--- src/rtl/scan_sequencer_if.sv ---
// rtl/scan_sequencer_if.sv - control/status bundle for scan_sequencer; Mask exists only when SCAN_MASK_EN is defined
interface scan_sequencer_if #(
   parameter int DWELL_W = 8
);
   logic               Start;
   logic               Stop;
   logic [DWELL_W-1:0] Dwell;
`ifdef SCAN_MASK_EN
   logic [7:0]         Mask;
`endif
   logic [2:0]         X;
   logic               En;
   logic               Busy;
   logic               Wrap;

`ifdef SCAN_MASK_EN
   modport master (output Start, Stop, Dwell, Mask, input X, En, Busy, Wrap);
   modport slave  (input Start, Stop, Dwell, Mask, output X, En, Busy, Wrap);
`else
   modport master (output Start, Stop, Dwell, input X, En, Busy, Wrap);
   modport slave  (input Start, Stop, Dwell, output X, En, Busy, Wrap);
`endif
endinterface

--- src/rtl/scan_sequencer.sv ---
// rtl/scan_sequencer.sv - 3-to-8 decoder scan sequencer (IDLE/DWELL/BLANK); optional channel skipping under SCAN_MASK_EN
module scan_sequencer #(
   parameter int DWELL_W   = 8,
   parameter int BLANK_CYC = 2
) (
   input  logic            Clk,
   input  logic            Rst_n,
   scan_sequencer_if.slave bus
);

   // Fewer than two blank cycles would leave no room to move X away from both En edges.
   localparam int BLANK_EFF = (BLANK_CYC < 2) ? 2 : BLANK_CYC;
   localparam int BCNT_W    = $clog2(BLANK_EFF + 1);
   localparam int CNT_W     = (DWELL_W > BCNT_W) ? DWELL_W : BCNT_W;
   localparam logic [CNT_W-1:0] BLANK_LOAD = CNT_W'(BLANK_EFF - 1);
   localparam logic [CNT_W-1:0] CNT_ONE    = CNT_W'(1);

   typedef enum logic [1:0] {
      IDLE  = 2'd0,
      DWELL = 2'd1,
      BLANK = 2'd2
   } state_t;

   state_t           state_q, state_nx;
   logic [CNT_W-1:0] cnt_q, cnt_nx;
   logic [2:0]       x_q, x_nx;
   logic             en_q, busy_q, wrap_q, wrap_nx;
   logic             wrap_pend_q, wrap_pend_nx;
   logic             abort_q, abort_nx;
   logic [CNT_W-1:0] dwell_load;
   logic             mask_all;
   logic [2:0]       first_ch;
   logic [2:0]       next_ch;

`ifdef SCAN_MASK_EN
   function automatic logic [2:0] lowest_open(input logic [7:0] m);
      logic [2:0] r;
      r = 3'd0;
      for (int i = 7; i >= 0; i--) begin
         if (!m[i]) r = 3'(i);
      end
      return r;
   endfunction

   // Searching downward lets the smallest forward offset win; if nothing else is open, stay put.
   function automatic logic [2:0] next_open(input logic [2:0] cur, input logic [7:0] m);
      logic [2:0] r;
      logic [2:0] idx;
      r = cur;
      for (int i = 7; i >= 1; i--) begin
         idx = cur + 3'(i);
         if (!m[idx]) r = idx;
      end
      return r;
   endfunction

   assign mask_all = &bus.Mask;
   assign first_ch = lowest_open(bus.Mask);
   assign next_ch  = next_open(x_q, bus.Mask);
`else
   assign mask_all = 1'b0;
   assign first_ch = 3'd0;
   assign next_ch  = x_q + 3'd1;
`endif

   // A zero dwell still gives one En-high cycle.
   assign dwell_load = (bus.Dwell == '0) ? '0 : (CNT_W'(bus.Dwell) - CNT_ONE);

   // Next-state, counter, channel and wrap decisions.
   always_comb begin
      state_nx     = state_q;
      cnt_nx       = cnt_q;
      x_nx         = x_q;
      wrap_nx      = 1'b0;
      wrap_pend_nx = wrap_pend_q;
      abort_nx     = abort_q;
      case (state_q)
         IDLE: begin
            abort_nx = 1'b0;
            if (bus.Start && !bus.Stop && !mask_all) begin
               state_nx = DWELL;
               cnt_nx   = dwell_load;
               x_nx     = first_ch;
            end
         end
         DWELL: begin
            if (bus.Stop) begin
               state_nx = IDLE;
            end else if (cnt_q == '0) begin
               state_nx = BLANK;
               cnt_nx   = BLANK_LOAD;
            end else begin
               cnt_nx = cnt_q - CNT_ONE;
            end
         end
         BLANK: begin
            if (bus.Stop) begin
               state_nx = IDLE;
            end else begin
               // X moves only at the end of the first blank cycle, clear of both En edges.
               if (cnt_q == BLANK_LOAD) begin
                  if (mask_all) begin
                     abort_nx = 1'b1;
                  end else begin
                     x_nx         = next_ch;
                     wrap_pend_nx = (next_ch <= x_q);
                  end
               end
               if (cnt_q == '0) begin
                  if (abort_q) begin
                     state_nx = IDLE;
                  end else begin
                     state_nx = DWELL;
                     cnt_nx   = dwell_load;
                     wrap_nx  = wrap_pend_q;
                  end
               end else begin
                  cnt_nx = cnt_q - CNT_ONE;
               end
            end
         end
         default: state_nx = IDLE;
      endcase
   end

   // State and internal counters.
   always_ff @(posedge Clk or negedge Rst_n) begin
      if (!Rst_n) begin
         state_q     <= IDLE;
         cnt_q       <= '0;
         wrap_pend_q <= 1'b0;
         abort_q     <= 1'b0;
      end else begin
         state_q     <= state_nx;
         cnt_q       <= cnt_nx;
         wrap_pend_q <= wrap_pend_nx;
         abort_q     <= abort_nx;
      end
   end

   // Registered outputs, decoded from the next state so they line up with it.
   always_ff @(posedge Clk or negedge Rst_n) begin
      if (!Rst_n) begin
         x_q    <= 3'd0;
         en_q   <= 1'b0;
         busy_q <= 1'b0;
         wrap_q <= 1'b0;
      end else begin
         x_q    <= x_nx;
         en_q   <= (state_nx == DWELL);
         busy_q <= (state_nx != IDLE);
         wrap_q <= wrap_nx;
      end
   end

   assign bus.X    = x_q;
   assign bus.En   = en_q;
   assign bus.Busy = busy_q;
   assign bus.Wrap = wrap_q;

endmodule

--- src/flat_wrapper.sv ---
// flat-port wrapper written by rule: the top's interface ports become plain ports
module scan_sequencer_flat 
#(
   parameter int DWELL_W   = 8,
   parameter int BLANK_CYC = 2
)
  (Clk, Rst_n, bus_Start, bus_Stop, bus_Dwell, bus_X, bus_En, bus_Busy, bus_Wrap);
  scan_sequencer_if #(.DWELL_W(DWELL_W)) bus_i ();
  input  logic Clk;
  input  logic Rst_n;
  input wire logic [$bits(bus_i.Start)-1:0] bus_Start;
  input wire logic [$bits(bus_i.Stop)-1:0] bus_Stop;
  input wire logic [$bits(bus_i.Dwell)-1:0] bus_Dwell;
  output wire logic [$bits(bus_i.X)-1:0] bus_X;
  output wire logic [$bits(bus_i.En)-1:0] bus_En;
  output wire logic [$bits(bus_i.Busy)-1:0] bus_Busy;
  output wire logic [$bits(bus_i.Wrap)-1:0] bus_Wrap;
  assign bus_i.Start = bus_Start;
  assign bus_i.Stop = bus_Stop;
  assign bus_i.Dwell = bus_Dwell;
  assign bus_X = bus_i.X;
  assign bus_En = bus_i.En;
  assign bus_Busy = bus_i.Busy;
  assign bus_Wrap = bus_i.Wrap;
  scan_sequencer #(.DWELL_W(DWELL_W), .BLANK_CYC(BLANK_CYC)) u_core (.Clk(Clk), .Rst_n(Rst_n), .bus(bus_i));
endmodule
--- config.mk ---
export PLATFORM = sky130hd
export DESIGN_NAME = scan_sequencer_flat
export DESIGN_NICKNAME = d
export VERILOG_FILES = /design/src/rtl/scan_sequencer_if.sv /design/src/rtl/scan_sequencer.sv /design/src/flat_wrapper.sv
export SDC_FILE = /design/constraint.sdc
export NUM_CORES = 1
export LEC_CHECK = 0
export ABC_AREA = 1
export CAP_MARGIN = 10
export CORE_ASPECT_RATIO = 1.25
export CORE_MARGIN = 2
export CORE_UTILIZATION = 62
export CTS_BUF_LIST = sky130_fd_sc_hd__clkbuf_2
export DETAILED_ROUTE_END_ITERATION = 6
export GPL_TIMING_DRIVEN = 0
export PLACE_DENSITY = 0.9
export SYNTH_ARGS = -nofsm -noshare
export SYNTH_HDL_FRONTEND = slang
export SYNTH_SLANG_ARGS = --single-unit
export TNS_END_PERCENT = 30
--- constraint.sdc ---
create_clock -name Clk -period 2.8 [get_ports Clk]
set_clock_uncertainty 0.15 [all_clocks]
set_input_delay 0.42 -clock Clk [delete_from_list [all_inputs] [get_ports Clk]]
set_output_delay 0.42 -clock Clk [all_outputs]
set_load 0.01 [all_outputs]
==> summary.md, run 1 <==
After detailed routing, the number of remaining DRC violations is 0. The signal on the critical path passes through clkdlybuf4s50_1. Setup violations remaining at the end of the flow were counted as 0. Yosys mapped a number of flops with a built-in enable equal to 0.

The floorplan step defined a die boundary enclosing 0.00286 mm^2. With fillers left out, the area of the finished cells amounts to 0.00175 mm^2. The number of DRC markers in iteration 0 is 28. The worst setup path is launched from a flop. The number of antenna diodes in the final layout is 0. For this block, the routed nets add up to 3.10 mm of wire. Setup total negative slack on the finished layout was measured at 0 ps. The combined buffer and inverter count along the critical path was 1.

From left edge to right edge, the die measures 48.3 um. The logs give 217 for the post-synthesis cell count and 0 for the total number of yosys warnings. The number of maximum-capacitance violations came out at 0.

Sequential-to-total area share from yosys stat: 0.280. The family with the most delay on the worst path was buffers and inverters. The count of final max-slew check failures is 0.

After global routing the overflow that remains totals 0. Hold violation total from the final report: 0. After synthesis the cells add up to 0.00152 mm^2. The starting density of the core was 0.638. The count of nets left with antenna violations once routing finished came out at 0. TritonCTS built the clock tree. After layout, the minimum clock period comes to 1960 ps. The average instance area after synthesis was 6.99 um^2; the overall global routing resource usage was 0.249. Clock-pin slew was measured on the worst setup and hold paths at 210 ps. The maximum fanout count along the critical path works out to 6. The worst setup path is captured at a primary output. Derived from the worst setup path, the maximum achievable clock frequency is 510 MHz. For the arrival time of data at the critical path endpoint, the log shows 1390 ps. Clock tree synthesis selected as its root buffer the cell sky130_fd_sc_hd__clkbuf_2. Dividing total power by cell area gives a power density of 883 mW/mm^2. Setup repair after global routing left no endpoint under its margin. Sorting the synthesized cells by area gives the leading types as sky130_fd_sc_hd__dfrtp_1 (28%), sky130_fd_sc_hd__nand2_1 (16%), sky130_fd_sc_hd__ha_1 (8.2%).

Counting every sink on the clock net gives 17. The floorplan step set the die height to 59.3 um. Critical path's slowest cell: sky130_fd_sc_hd__clkdlybuf4s50_1. For this design, the CTS-stage hold fixing added 0 buffers.

Total power: 1.55 mW. The path class of the tightest hold or removal check is input pin to async pin. The number of antenna violations at the first check in global routing is 0, and the number of iterations in the first detailed-routing pass is 4. The clock power share is 0.078, and the vias per cell is 5.15. The cell-internal power was 0.746 mW; the net switching share of the total power was 0.518.

For the clock insertion delay at the later pin of the skew report, the log shows 330 ps. The part of the cycle the worst path needs is 0.700. For the total leakage power, the log shows 0.902 nW.

In this run the deepest clock path goes through 2 buffers. The switching power of the nets is 0.802 mW. The post-cts repair resize count was 0; the fraction of layout instances using a drive strength above 1 was 0.185. Across all hold checks on the routed design, the worst slack comes to 372 ps.

Routed wire length per instance: 11.4 um. The number of global-route vias before repair was 1309. For the post-synthesis cell type count, the log shows 27.

For the number of placed I/O pins, the log shows 18. The number of nets in the synthesized netlist is 239. The global placement routability congestion was 0.867.

The most used flip-flop cell after synthesis is sky130_fd_sc_hd__dfrtp_1. IR analysis of the VDD net gives a maximum drop of 483 uV. Summing over every cut layer, the via total after detailed routing is 1397. After synthesis, the most frequently instantiated cells are sky130_fd_sc_hd__nand2_1 (65), sky130_fd_sc_hd__nor2_1 (29), sky130_fd_sc_hd__inv_1 (19). The run gives 20 as the standard-cell row count.

For the fraction of power consumed by sequential logic, the log shows 0.259. The filler cells instantiated in the layout total 185. The share of flip-flops with an asynchronous set or reset is 1.00, and the measured slew at the worst slew-check pin is 812 ps. Once the clock tree was built, the setup fixing pass inserted 0 buffers.

For the share of power burned in combinational logic, the log shows 0.663. From synthesis to final layout, the design area changed by 15.4%. At the end of the flow, the number of nets in the layout was 261. The flow ran to the end, and the final reports show no timing, DRC or antenna violations.

The top cell type's share of synthesized area works out to 0.280. After detailed placement, the total cell area comes to 0.00173 mm^2. The total area inside the core boundary comes to 0.00238 mm^2. For the worst slew slack as a fraction of its limit, the log shows 0.457. Post-synthesis cell type with the largest combined area: sky130_fd_sc_hd__dfrtp_1. The HPWL after detailed placement is 2.53 mm. For the number of levels in the clock H-tree, the log shows 1.

The most numerous cell in the Yosys netlist was sky130_fd_sc_hd__nand2_1. The total of buffers placed on input and output ports works out to 17. The delay of the slowest critical-path stage is 570 ps.

The worst setup path is of the flop to primary output kind. The run gives 5.18 mm as the wire length of the first global-routing pass. Entering global routing, the biggest net connects 18 pins.

After synthesis the netlist holds a flip-flop and latch count of 17. TritonCTS created 3 clock buffers. For the worst setup path, the data required time is 2230 ps.
per-layer routing:
metal  share of wire  GRT usage  vias to the layer above
met1            0.39      0.275                      635
met4           0.017     0.0888                        0
met5               0          0                        -
met3           0.024     0.0213                        6
met2            0.57      0.464                       35
li1                -          -                      721
cell type report:
type                    instances  area (um^2)  share of cell area
flip-flops and latches         17          425               0.243
clock inverters                 1         7.51             0.00429
inverters                      29          109              0.0621
well taps                      33         41.3              0.0236
multi-input cells             170          976               0.557
repair buffers                 17          170              0.0971
clock buffers                   3         15.0             0.00857
plain buffers                   1         7.51             0.00429
power by group through the flow:
stage               Combinational [mW]  Clock [mW]  Sequential (mW)
floorplan                        0.805           0            0.399
global placement                 0.993           0            0.403
detailed placement                1.02           0            0.407
CTS                               1.03       0.122            0.401
global route                      1.14       0.135            0.414
finish                            1.03       0.121            0.401
state kept, by name (all words and copies together), names as in the netlist:
register,cells
u_core.bus.X,3
u_core.wrap_pend_q,1
u_core.state_q,2
u_core.bus.En,1
u_core.bus.Wrap,1
u_core.bus.Busy,1
u_core.cnt_q,8
cells in the final DEF, fill, tap and decap left out, drive strengths merged:
cell type / n
nand2: 78
clkdlybuf4s50: 17
nand3b: 2
clkbuf: 3
o31ai: 1
inv: 29
or2: 2
a21oi: 6
nand4: 3
o21bai: 2
dfrtp: 17
o21ai: 10
nor2: 39
buf: 1
nand3: 15
ha: 10
clkinvlp: 1
xor2: 2
path summary, 6_finish.rpt:
check	cells after the start	slack, ps	start	endpoint
worst max-delay path	1	840	u_core.bus.X[0]	bus_X[0]
worst max register to register	9	970	u_core.state_q[1]	u_core.cnt_q[7]
min in group Clk	2	390	u_core.wrap_pend_q	u_core.wrap_pend_q
worst min-delay path	1	370	Rst_n	u_core.cnt_q[0]
worst min register to register	2	390	u_core.wrap_pend_q	u_core.wrap_pend_q
max in group asynchronous	1	1590	Rst_n	u_core.cnt_q[7]
per-stage QoR:
step / setup WS (ps) / util / std cells
2_1_floorplan: 1160 / - / 217
3_3_place_gp: 749 / 0.727 / 267
3_5_place_dp: 711 / 0.727 / 267
4_1_cts: 842 / 0.737 / 271
5_1_grt: 788 / 0.737 / 271
6_report: 839 / 0.737 / 271
cells by family after synthesis:
group | share of synthesized area
xor+xnor | 0.0115
fa+ha+maj | 0.0824
simple gates | 0.467
flops | 0.280
buf+inv | 0.0767
compound gates | 0.0824
(Power assumes the default switching activity.)
==> run 2, diff against run 1 <==
--- a/config.mk
+++ b/config.mk
@@ -9,11 +9,11 @@
 export CAP_MARGIN = 10
 export CORE_ASPECT_RATIO = 1.25
 export CORE_MARGIN = 2
-export CORE_UTILIZATION = 62
+export CORE_UTILIZATION = 58
 export CTS_BUF_LIST = sky130_fd_sc_hd__clkbuf_2
 export DETAILED_ROUTE_END_ITERATION = 6
 export GPL_TIMING_DRIVEN = 0
-export PLACE_DENSITY = 0.9
+export PLACE_DENSITY = 0.85
 export SYNTH_ARGS = -nofsm -noshare
 export SYNTH_HDL_FRONTEND = slang
 export SYNTH_SLANG_ARGS = --single-unit
==> constraint.sdc (replaced) <==
create_clock -name Clk -period 2.04 [get_ports Clk]
set_clock_uncertainty 0.15 [all_clocks]
set_input_delay 0.306 -clock Clk [delete_from_list [all_inputs] [get_ports Clk]]
set_output_delay 0.306 -clock Clk [all_outputs]
set_load 0.01 [all_outputs]
==> summary.md, run 2 (synthesized netlist as in run 1, its figures left out) <==
The number of maximum-capacitance violations came out at 0 (unchanged). The number of buffers inserted by hold repair at cts was 0 (unchanged). For the maximum number of pins on one net before global-route repair, the log shows 18 (unchanged). The standard-cell row count was 20 (unchanged). The global placement routability congestion is 0.807 (-6.9%), and the floorplan core area is 0.00245 mm^2 (+3.2%). The worst setup path is launched from a flop. The tools report the wire length of the first global-routing pass as 5.30 mm (+2.4%). The total of buffers placed on input and output ports was 17 (unchanged); the vias per cell was 5.02 (-2.6%). The endpoint kind of the worst setup timing path was a flop.

For the total via count after detailed routing, the log shows 1360 (-2.6%). For the post-cts repair resize count, the log shows 0 (unchanged). The clock-pin slew on the worst setup and hold paths works out to 190 ps (-20 ps). The run gives 0.619 (-0.0195) as the starting density of the core.

The die extent in y is 61.2 um (+3.2%). The launching element of the worst setup path was u_core.state_q[1]. The number of placed I/O pins was 18 (unchanged); the sum of net half-perimeters after detailed placement was 2.46 mm (-2.7%). The number of buffers added by the clock tree synthesis step is 3 (unchanged), and the part of the cycle the worst path needs is 0.907.

The number of buffers on the longest clock path was 2 (unchanged); the number of antenna cells inserted was 0 (unchanged). In the layout the commonest cells are sky130_fd_sc_hd__nand2_1 (65), sky130_fd_sc_hd__nor2_1 (29), sky130_fd_sc_hd__inv_1 (19). Setup repair after global routing left no endpoint under its margin. The number of levels in the clock H-tree came out at 1 (unchanged).

The sum of routed wire length over all layers was 3.04 mm (-2.1%). The tools report the area after detailed placement as 0.00173 mm^2 (unchanged). Final design area excluding fillers: 0.00175 mm^2 (unchanged).

For the endpoint required time on the critical path, the log shows 2100 ps (-130 ps). The classification of the worst setup path was flop to flop. The routed wire length per instance was 11.2 um (-2.1%). The overall global routing resource usage is 0.225 (-0.0247), and the remaining global-route overflow is 0 (unchanged). For the area used by multi-input combinational logic, the log shows 978 um^2 (+0.26%).

The number of DRC markers in iteration 0 was 20 (-29%). The tools report the number of antenna violations at the first check in global routing as 0 (unchanged). TritonCTS built the clock tree.

The tools report the total power as 2.12 mW (+37%). Classification of the worst-slack hold path: input pin to async pin. For the number of remaining DRC errors, the log shows 0 (unchanged).

The startpoint identified for the worst register-to-register timing path is u_core.state_q[1]. The final critical path time including I/O delays and setup is 1850 ps. The buffer cell driving the clock tree root was sky130_fd_sc_hd__clkbuf_2. The arrival time of data at the critical path endpoint is 1910 ps (+520 ps), and the number of failing setup endpoints in the final timing report is 0 (unchanged). The run finished with clean final reports. The logs give 17 (unchanged) for the number of sinks handled by clock tree synthesis and 667 uV (+38%) for the maximum vdd ir drop. The largest register by flop count was u_core.cnt_q. Worst slew slack as a fraction of its limit: 0.478 (+0.0211). Layout-stage area growth over the synthesis result: 15.4% (unchanged).

The smallest setup slack after layout was 190 ps (-649 ps); the power density normalized to cell area was 1210 mW/mm^2 (+37%). The accumulated negative setup slack was 0 ps (unchanged); the post-placement worst setup slack was 85.9 ps (-625 ps). The logs give 0 (unchanged) for the count of final max-slew check failures and 209 (+13%) for the filler cell count.

The clock insertion delay at the later pin of the skew report is 320 ps (about the same), and the total die area is 0.00304 mm^2 (+6.4%). The number of iterations in the first detailed-routing pass is 4 (unchanged), and the number of setup buffers added after CTS is 0 (unchanged). The number of flip-flops under the largest register name was 8 (unchanged); the flip-flop and latch area was 425 um^2 (unchanged). The number of global-route vias before repair was 1301 (-0.61%); the die width was 49.8 um (+3.1%).

The fraction of layout instances using a drive strength above 1 works out to 0.189 (+0.00420). Highest clock frequency the design can meet: 541 MHz. The measured slew at the worst slew-check pin works out to 780 ps (-31.5 ps). The tools report the antenna violation net count after detailed routing as 0 (unchanged). The maximum fanout count along the critical path works out to 5 (-1). The total leakage power came out at 0.905 nW (+0.30%). The most frequent standard cell in the layout excluding fill and tap cells is sky130_fd_sc_hd__nand2_1. The final-stage net count is 261 (unchanged), and the hold violation total from the final report is 0 (unchanged).
-- run 2: cell types whose count changed in the layout (fill, tap and decap cells not counted) --
cell	change
sky130_fd_sc_hd__clkinv_2	+1
sky130_fd_sc_hd__clkinvlp_4	-1
sky130_fd_sc_hd__ha_1	-1
sky130_fd_sc_hd__ha_2	+1
-- run 2: per-stage QoR --
stage	util	cells	hold WS [ps]
floorplan	-	217	-140
global placement	0.705	267	328
detailed placement	0.705	267	337
CTS	0.713	271	287
global route	0.714	271	317
finish	0.714	271	261
-- run 2: layout make-up --
cell class / count / area share
plain buffers: 1 / 0.00429
clock buffers: 3 / 0.00857
clock inverters: 1 / 0.00286
inverters: 29 / 0.0621
multi-input cells: 170 / 0.559
flip-flops and latches: 17 / 0.243
well taps: 33 / 0.0236
repair buffers: 17 / 0.0971
-- run 2: metal layers --
metal  track usage  routed length [um]
met5             0                   0
met4        0.0992                  69
met3        0.0243                  71
met2         0.444                1630
met1         0.244                1260
-- run 2: power by group --
part | switching [mW] | total [mW] | internal, mW
logic | 0.878 | 1.41 | 0.533
clock network | 0.116 | 0.160 | 0.0444
registers | 0.101 | 0.552 | 0.451
-- run 2: worst max-delay path, stage by stage (launching register included) --
cell,delay [ps]
sky130_fd_sc_hd__dfrtp_1,450
sky130_fd_sc_hd__inv_1,110
sky130_fd_sc_hd__ha_2,420
sky130_fd_sc_hd__inv_1,130
sky130_fd_sc_hd__nor2_4,180
sky130_fd_sc_hd__nand2_1,70
sky130_fd_sc_hd__nor2_1,80
sky130_fd_sc_hd__nor2_1,60
sky130_fd_sc_hd__nand2_1,50
sky130_fd_sc_hd__nand2_1,50
-- run 2: path summary, 6_finish.rpt --
check | endpoint | slack [ps] | depth (start not counted)
worst max-delay path | u_core.cnt_q[7] | 190 | 9
worst min-delay path | u_core.bus.Wrap | 260 | 1
worst max register to register | u_core.cnt_q[7] | 190 | 9
worst min register to register | u_core.bus.Wrap | 370 | 2
max in group asynchronous | u_core.cnt_q[7] | 980 | 1
min in group Clk | u_core.bus.Wrap | 370 | 2
==> run 3, diff against run 2 <==
--- a/config.mk
+++ b/config.mk
@@ -13,7 +13,7 @@
 export CTS_BUF_LIST = sky130_fd_sc_hd__clkbuf_2
 export DETAILED_ROUTE_END_ITERATION = 6
 export GPL_TIMING_DRIVEN = 0
-export PLACE_DENSITY = 0.85
+export PLACE_DENSITY_LB_ADDON = 0.15
 export SYNTH_ARGS = -nofsm -noshare
 export SYNTH_HDL_FRONTEND = slang
 export SYNTH_SLANG_ARGS = --single-unit
==> summary.md, run 3 (synthesized netlist as in run 1, its figures left out) <==
The maximum fanout count along the critical path was 7 (+2); the number of sinks handled by clock tree synthesis was 17 (unchanged). Overall global routing resource usage: 0.252 (+0.0269). The fraction of layout instances using a drive strength above 1 is 0.185 (-0.00420), and the measured slew at the worst slew-check pin is 775 ps (-5.64 ps).

For the post-cts repair resize count, the log shows 0 (unchanged). For the number of setup buffers added after CTS, the log shows 0 (unchanged). The number of flip-flops under the largest register name is 8 (unchanged).

The setup slack on the worst flop-to-flop path is 170 ps (-20 ps), and the sum of net half-perimeters after detailed placement is 2.71 mm (+9.9%). For the number of failing setup endpoints in the final timing report, the log shows 0 (unchanged). The starting density of the core is 0.619 (unchanged), and the filler cell count is 230 (+10%). The run gives 3.30 mm (+8.6%) as the sum of routed wire length over all layers. The buffer cell driving the clock tree root was sky130_fd_sc_hd__clkbuf_2. The floorplan core area is 0.00245 mm^2 (unchanged), and the number of buffers on the longest clock path is 2 (unchanged). The logs give 0 (unchanged) for the number of maximum-capacitance violations and 740 uV (+11%) for the maximum vdd ir drop. The logs give 3 (unchanged) for the number of buffers added by the clock tree synthesis step and 1402 (+3.1%) for the total via count after detailed routing. The vias per cell was 5.17 (+3.1%). TritonCTS built the clock tree.

The area after detailed placement was 0.00173 mm^2 (unchanged); the number of DRC markers in iteration 0 was 34 (+70%). The endpoint required time on the critical path was 2140 ps (+40 ps). Worst slew slack as a fraction of its limit: 0.482 (+0.00377). The largest register by flop count is u_core.cnt_q. The flow ran to the end, and the final reports show no timing, DRC or antenna violations. The die extent in y is 61.2 um (unchanged), and the met2 track demand over resource is 0.497 (+0.0533). Global placement routability congestion: 0.925 (+15%). The power density normalized to cell area is 1220 mW/mm^2 (+0.43%), and the wire length of the first global-routing pass is 5.86 mm (+11%). The library cells used most frequently in the layout, excluding fill and tap cells, are sky130_fd_sc_hd__nand2_1 (65), sky130_fd_sc_hd__nor2_1 (29), sky130_fd_sc_hd__inv_1 (19).

The total die area was 0.00304 mm^2 (unchanged); the final critical path time including I/O delays and setup was 1870 ps (+21.9 ps). The global routing met1 resource utilization is 0.269 (+0.0249). The run gives 1448 (+11%) as the number of global-route vias before repair.

The worst setup path is captured at a flop. The clock-pin slew on the worst setup and hold paths is 180 ps (about the same), and the die width is 49.8 um (unchanged). The total of buffers placed on input and output ports came out at 17 (unchanged). The tools report the highest clock frequency the design can meet as 534 MHz (-1.2%).

The antenna violation net count after detailed routing was 0 (unchanged). Standard-cell row count: 20 (unchanged). By startpoint and endpoint, the worst setup path is classified as flop to flop. The number of buffers inserted by hold repair at cts was 0 (unchanged). The routed wire length per instance was 12.2 um (+8.6%); the hold violation total from the final report was 0 (unchanged).

For the final-stage net count, the log shows 261 (unchanged). STA classifies the critical path startpoint as a flop. For the number of antenna violations at the first check in global routing, the log shows 0 (unchanged).

The run gives 1980 ps (+70 ps) as the arrival time of data at the critical path endpoint. The number of remaining DRC errors is 0 (unchanged), and the global-route met3 utilization is 0.0291 (+0.00485). The logs give 320 ps (about the same) for the clock insertion delay at the later pin of the skew report and 0 (unchanged) for the count of final max-slew check failures.

The number of antenna cells inserted is 0 (unchanged), and the remaining global-route overflow is 0 (unchanged). The run gives 4 (unchanged) as the number of iterations in the first detailed-routing pass. For the final design area excluding fillers, the log shows 0.00175 mm^2 (-0.14%).

The logs give 0 ps (unchanged) for the accumulated negative setup slack and 18 (unchanged) for the maximum number of pins on one net before global-route repair. The layout-stage area growth over the synthesis result was 15.3%. Total leakage power: 0.906 nW (+0.14%). Setup repair after global routing left no endpoint under its margin. Leaving out fill and tap cells, the most frequent cell in the layout is sky130_fd_sc_hd__nand2_1.

The layer flagged by global routing as most heavily used is met2. For the number of levels in the clock H-tree, the log shows 1 (unchanged). The classification of the worst-slack hold path was input pin to async pin.

The part of the cycle the worst path needs is 0.918 (+0.0107), and the number of placed I/O pins is 18 (unchanged).
[run 3: cell count changes in the layout (fill, tap and decap cells not counted), sizes merged]
cell	previous run	this run
clkbuf	3	4
clkinv	1	0
[run 3: routing by layer]
| layer | part of all wire | vias up | wire length [um] |
|---|---|---|---|
| met5 | 0 | - | 0 |
| met4 | 0.028 | 0 | 91 |
| met3 | 0.022 | 9 | 73 |
| met2 | 0.55 | 26 | 1810 |
| met1 | 0.40 | 645 | 1320 |
| li1 | - | 722 | - |
[run 3: power breakdown]
group / internal (mW) / switching, mW
registers: 0.451 / 0.0998
clock network: 0.0519 / 0.114
logic: 0.526 / 0.887
total: 1.03 / 1.10
[run 3: final timing paths]
check,from,end,cells after the start
max,u_core.cnt_q[0],u_core.cnt_q[3],10
min,Rst_n,u_core.bus.X[2],1
max reg2reg,u_core.cnt_q[0],u_core.cnt_q[3],10
min reg2reg,u_core.wrap_pend_q,u_core.wrap_pend_q,2
max in group asynchronous,Rst_n,u_core.cnt_q[4],1
min in group Clk,u_core.wrap_pend_q,u_core.wrap_pend_q,2
[run 3: critical path, cell delays in order (launching register included)]
cell,delay [ps]
sky130_fd_sc_hd__dfrtp_1,480
sky130_fd_sc_hd__inv_1,100
sky130_fd_sc_hd__ha_1,240
sky130_fd_sc_hd__nand2_4,90
sky130_fd_sc_hd__nor2_8,140
sky130_fd_sc_hd__nand2_4,110
sky130_fd_sc_hd__nand2_2,140
sky130_fd_sc_hd__nor2_1,60
sky130_fd_sc_hd__nor2_1,150
sky130_fd_sc_hd__nand2_1,90
sky130_fd_sc_hd__o21ai_2,50
[run 3: layout make-up]
type / count / area, um^2 / area share
inverters: 29 / 109 / 0.0622
multi-input cells: 170 / 976 / 0.558
repair buffers: 17 / 170 / 0.0973
well taps: 33 / 41.3 / 0.0236
plain buffers: 1 / 7.51 / 0.00429
flip-flops and latches: 17 / 425 / 0.243
clock buffers: 4 / 20.0 / 0.0114
[run 3: metrics by stage]
step / power [mW] / setup WS (ps) / instances / hold WS [ps] / utilization
finish: 2.13 / 168 / 271 / 261 / 0.713
global route: 2.33 / 54.2 / 271 / 340 / 0.713
global placement: 1.91 / 60.5 / 267 / 330 / 0.705
floorplan: 1.65 / 400 / 217 / -140 / -
detailed placement: 1.97 / 29.0 / 267 / 353 / 0.705
CTS: 2.14 / 199 / 271 / 311 / 0.713
==> patch (flow settings as in run 2) <==
The 3 states of `state_t` get a one-hot encoding in 3 bits.
--- a/src/rtl/scan_sequencer.sv
+++ b/src/rtl/scan_sequencer.sv
@@ -16,8 +16,8 @@
    localparam logic [CNT_W-1:0] CNT_ONE    = CNT_W'(1);
 
-   typedef enum logic [1:0] {
-      IDLE  = 2'd0,
-      DWELL = 2'd1,
-      BLANK = 2'd2
+   typedef enum logic [2:0] {
+      IDLE  = 3'b001,
+      DWELL = 3'b010,
+      BLANK = 3'b100
    } state_t;
 
Behaviour: no difference found for any inputs over 10 cycles, from zero or initial values and one cycle with Rst_n low; not proved beyond that.
==> patch against run 2 <==
  * Critical path depth fell by 8
  * Routed wire length shrank 7.7%
  * First-iteration DRC count grew 130%
  * Setup slack better by 0.028 ns
  * Area after synthesis down 14%
  * Cell area decreased by 13%
  * Sequential share of layout area up 5.3 points
  * Sequential cell count up 1
  * Count of clock-buffer cells in the layout unchanged
  * Critical endpoint is now bus_X[0]
Power is not compared: it rests on default switching activity, and its combinational part moved more than twofold at a synthesized area within 25%.
==> patch: results (changes against run 2) <==
- Iter 0 DRT Violations: 46 (was 20)
- # nets final: 236 (was 261)
- Worst vdd ir: 0.000510 V
- Initial antenna violation count: 0 (unchanged)
- Critical-path maximum fanout: 6 (was 5)
- CP top delay family: buffers and inverters (was simple AND/OR/NAND/NOR gates)
- CP Class: reg -> out (was reg -> reg)
- DRT Pass-1 Iters: 4 (unchanged)
- Worst reg-to-reg setup slack: 0.22 ns (was 0.19 ns)
- Vias per std cell: 5.28 (was 5.02)
- Drt total wl: 2.80 mm (was 3.04 mm)
- Number of global-route vias before repair: 1257 (was 1301)
- Ys async rst share: 100% (unchanged)
- Outcome: finished, final reports clean (unchanged)
- Filler cells: 186 (was 209)
- Synth Net Count: 214 (was 239)
- RD Place Congestion: 0.805 (was 0.807)
- Commonest cells post-synth: 58 x nand2_1, 35 x nor2_1, 27 x inv_1 (was 65 x nand2_1, 29 x nor2_1, 19 x inv_1)
- Worst r2r path cells: 11 (was 9)
- CP Launch Point: u_core.bus.X[0] (was u_core.state_q[1])
- Layout cell share with drive strength beyond 1: 7.41% (was 18.9%)
- R2R Path End: u_core.cnt_q[6] (was u_core.cnt_q[7])
- Netlist cell types: 23 (was 27)
- Area contributors post-synth: dfrtp_1 33%, nand2_1 17%, nor2_1 10% (was dfrtp_1 28%, nand2_1 16%, ha_1 8.2%)
- CP arrival: 1.37 ns (was 1.91 ns)
- Worst path slowest cell: clkdlybuf4s50_1 (was dfrtp_1)
- Largest net degree at the start of global routing: 19 (was 18)
- Buffers on Ports: 17 (unchanged)
- Sequential-to-total area share from yosys stat: 34.8% (was 28.0%)
- Critical path's largest stage delay: 0.57 ns (was 0.45 ns)
- Worst R2R Start: u_core.cnt_q[0] (was u_core.state_q[1])
- Total track usage: 25.5% (was 22.5%)
- Crit path capture: bus_X[0] (was u_core.cnt_q[7])
- First-pass GRT wire length: 5.02 mm (was 5.30 mm)
- Actual slew at the worst max-slew pin: 0.823 ns (was 0.780 ns)
[patch: cell types whose count changed after synthesis, sizes merged, moves of 3 or more]
cell	change
ha	-3
nand3	+4
a21oi	-6
nand2	-18
[patch: metrics by stage]
step	setup WS, ns	cell area (µm²)	hold WS [ns]	instances
5_1_grt	0.0196	1530	0.329	247
2_1_floorplan	0.480	1300	-0.140	195
4_1_cts	0.227	1530	0.303	247
6_report	0.218	1530	0.272	247
3_3_place_gp	0.0837	1510	0.329	243
3_5_place_dp	0.0314	1510	0.328	243
[patch: power groups by stage]
stage / sequential (mW) / combinational, mW / clock (mW)
floorplan: 0.525 / 0.402 / 0
global placement: 0.535 / 0.519 / 0
detailed placement: 0.543 / 0.537 / 0
CTS: 0.536 / 0.545 / 0.161
global route: 0.550 / 0.639 / 0.177
finish: 0.538 / 0.547 / 0.164
[patch: cell families (layout without fill, tap and decap cells)]
family,after synthesis,after routing,synth area share [%]
simple gates,121,121,38.9
xor+xnor,5,5,3.37
flops,18,18,34.8
fa+ha+maj,7,7,6.74
buf+inv,31,52,9.73
compound gates,13,13,6.46
[patch: timing repair]
item                       CTS  global route
setup buffers                0             0
setup endpoints to repair    0             2
hold buffers                 0             0
resized for setup            0             1
[patch: final cells by class]
cell class	count	area share, %
clock buffers	3	0.982
inverters	30	7.53
plain buffers	1	0.736
clock inverters	1	0.245
repair buffers	17	11.1
well taps	31	2.54
multi-input cells	146	47.3
flip-flops and latches	18	29.5
[patch: per-layer routing]
layer	global-route usage (%)	wire length, µm	vias to the layer above
met5	0	0	-
met4	13.1	91	0
met2	45.2	1490	47
met1	28.6	1080	600
met3	1.93	141	9
li1	-	-	649
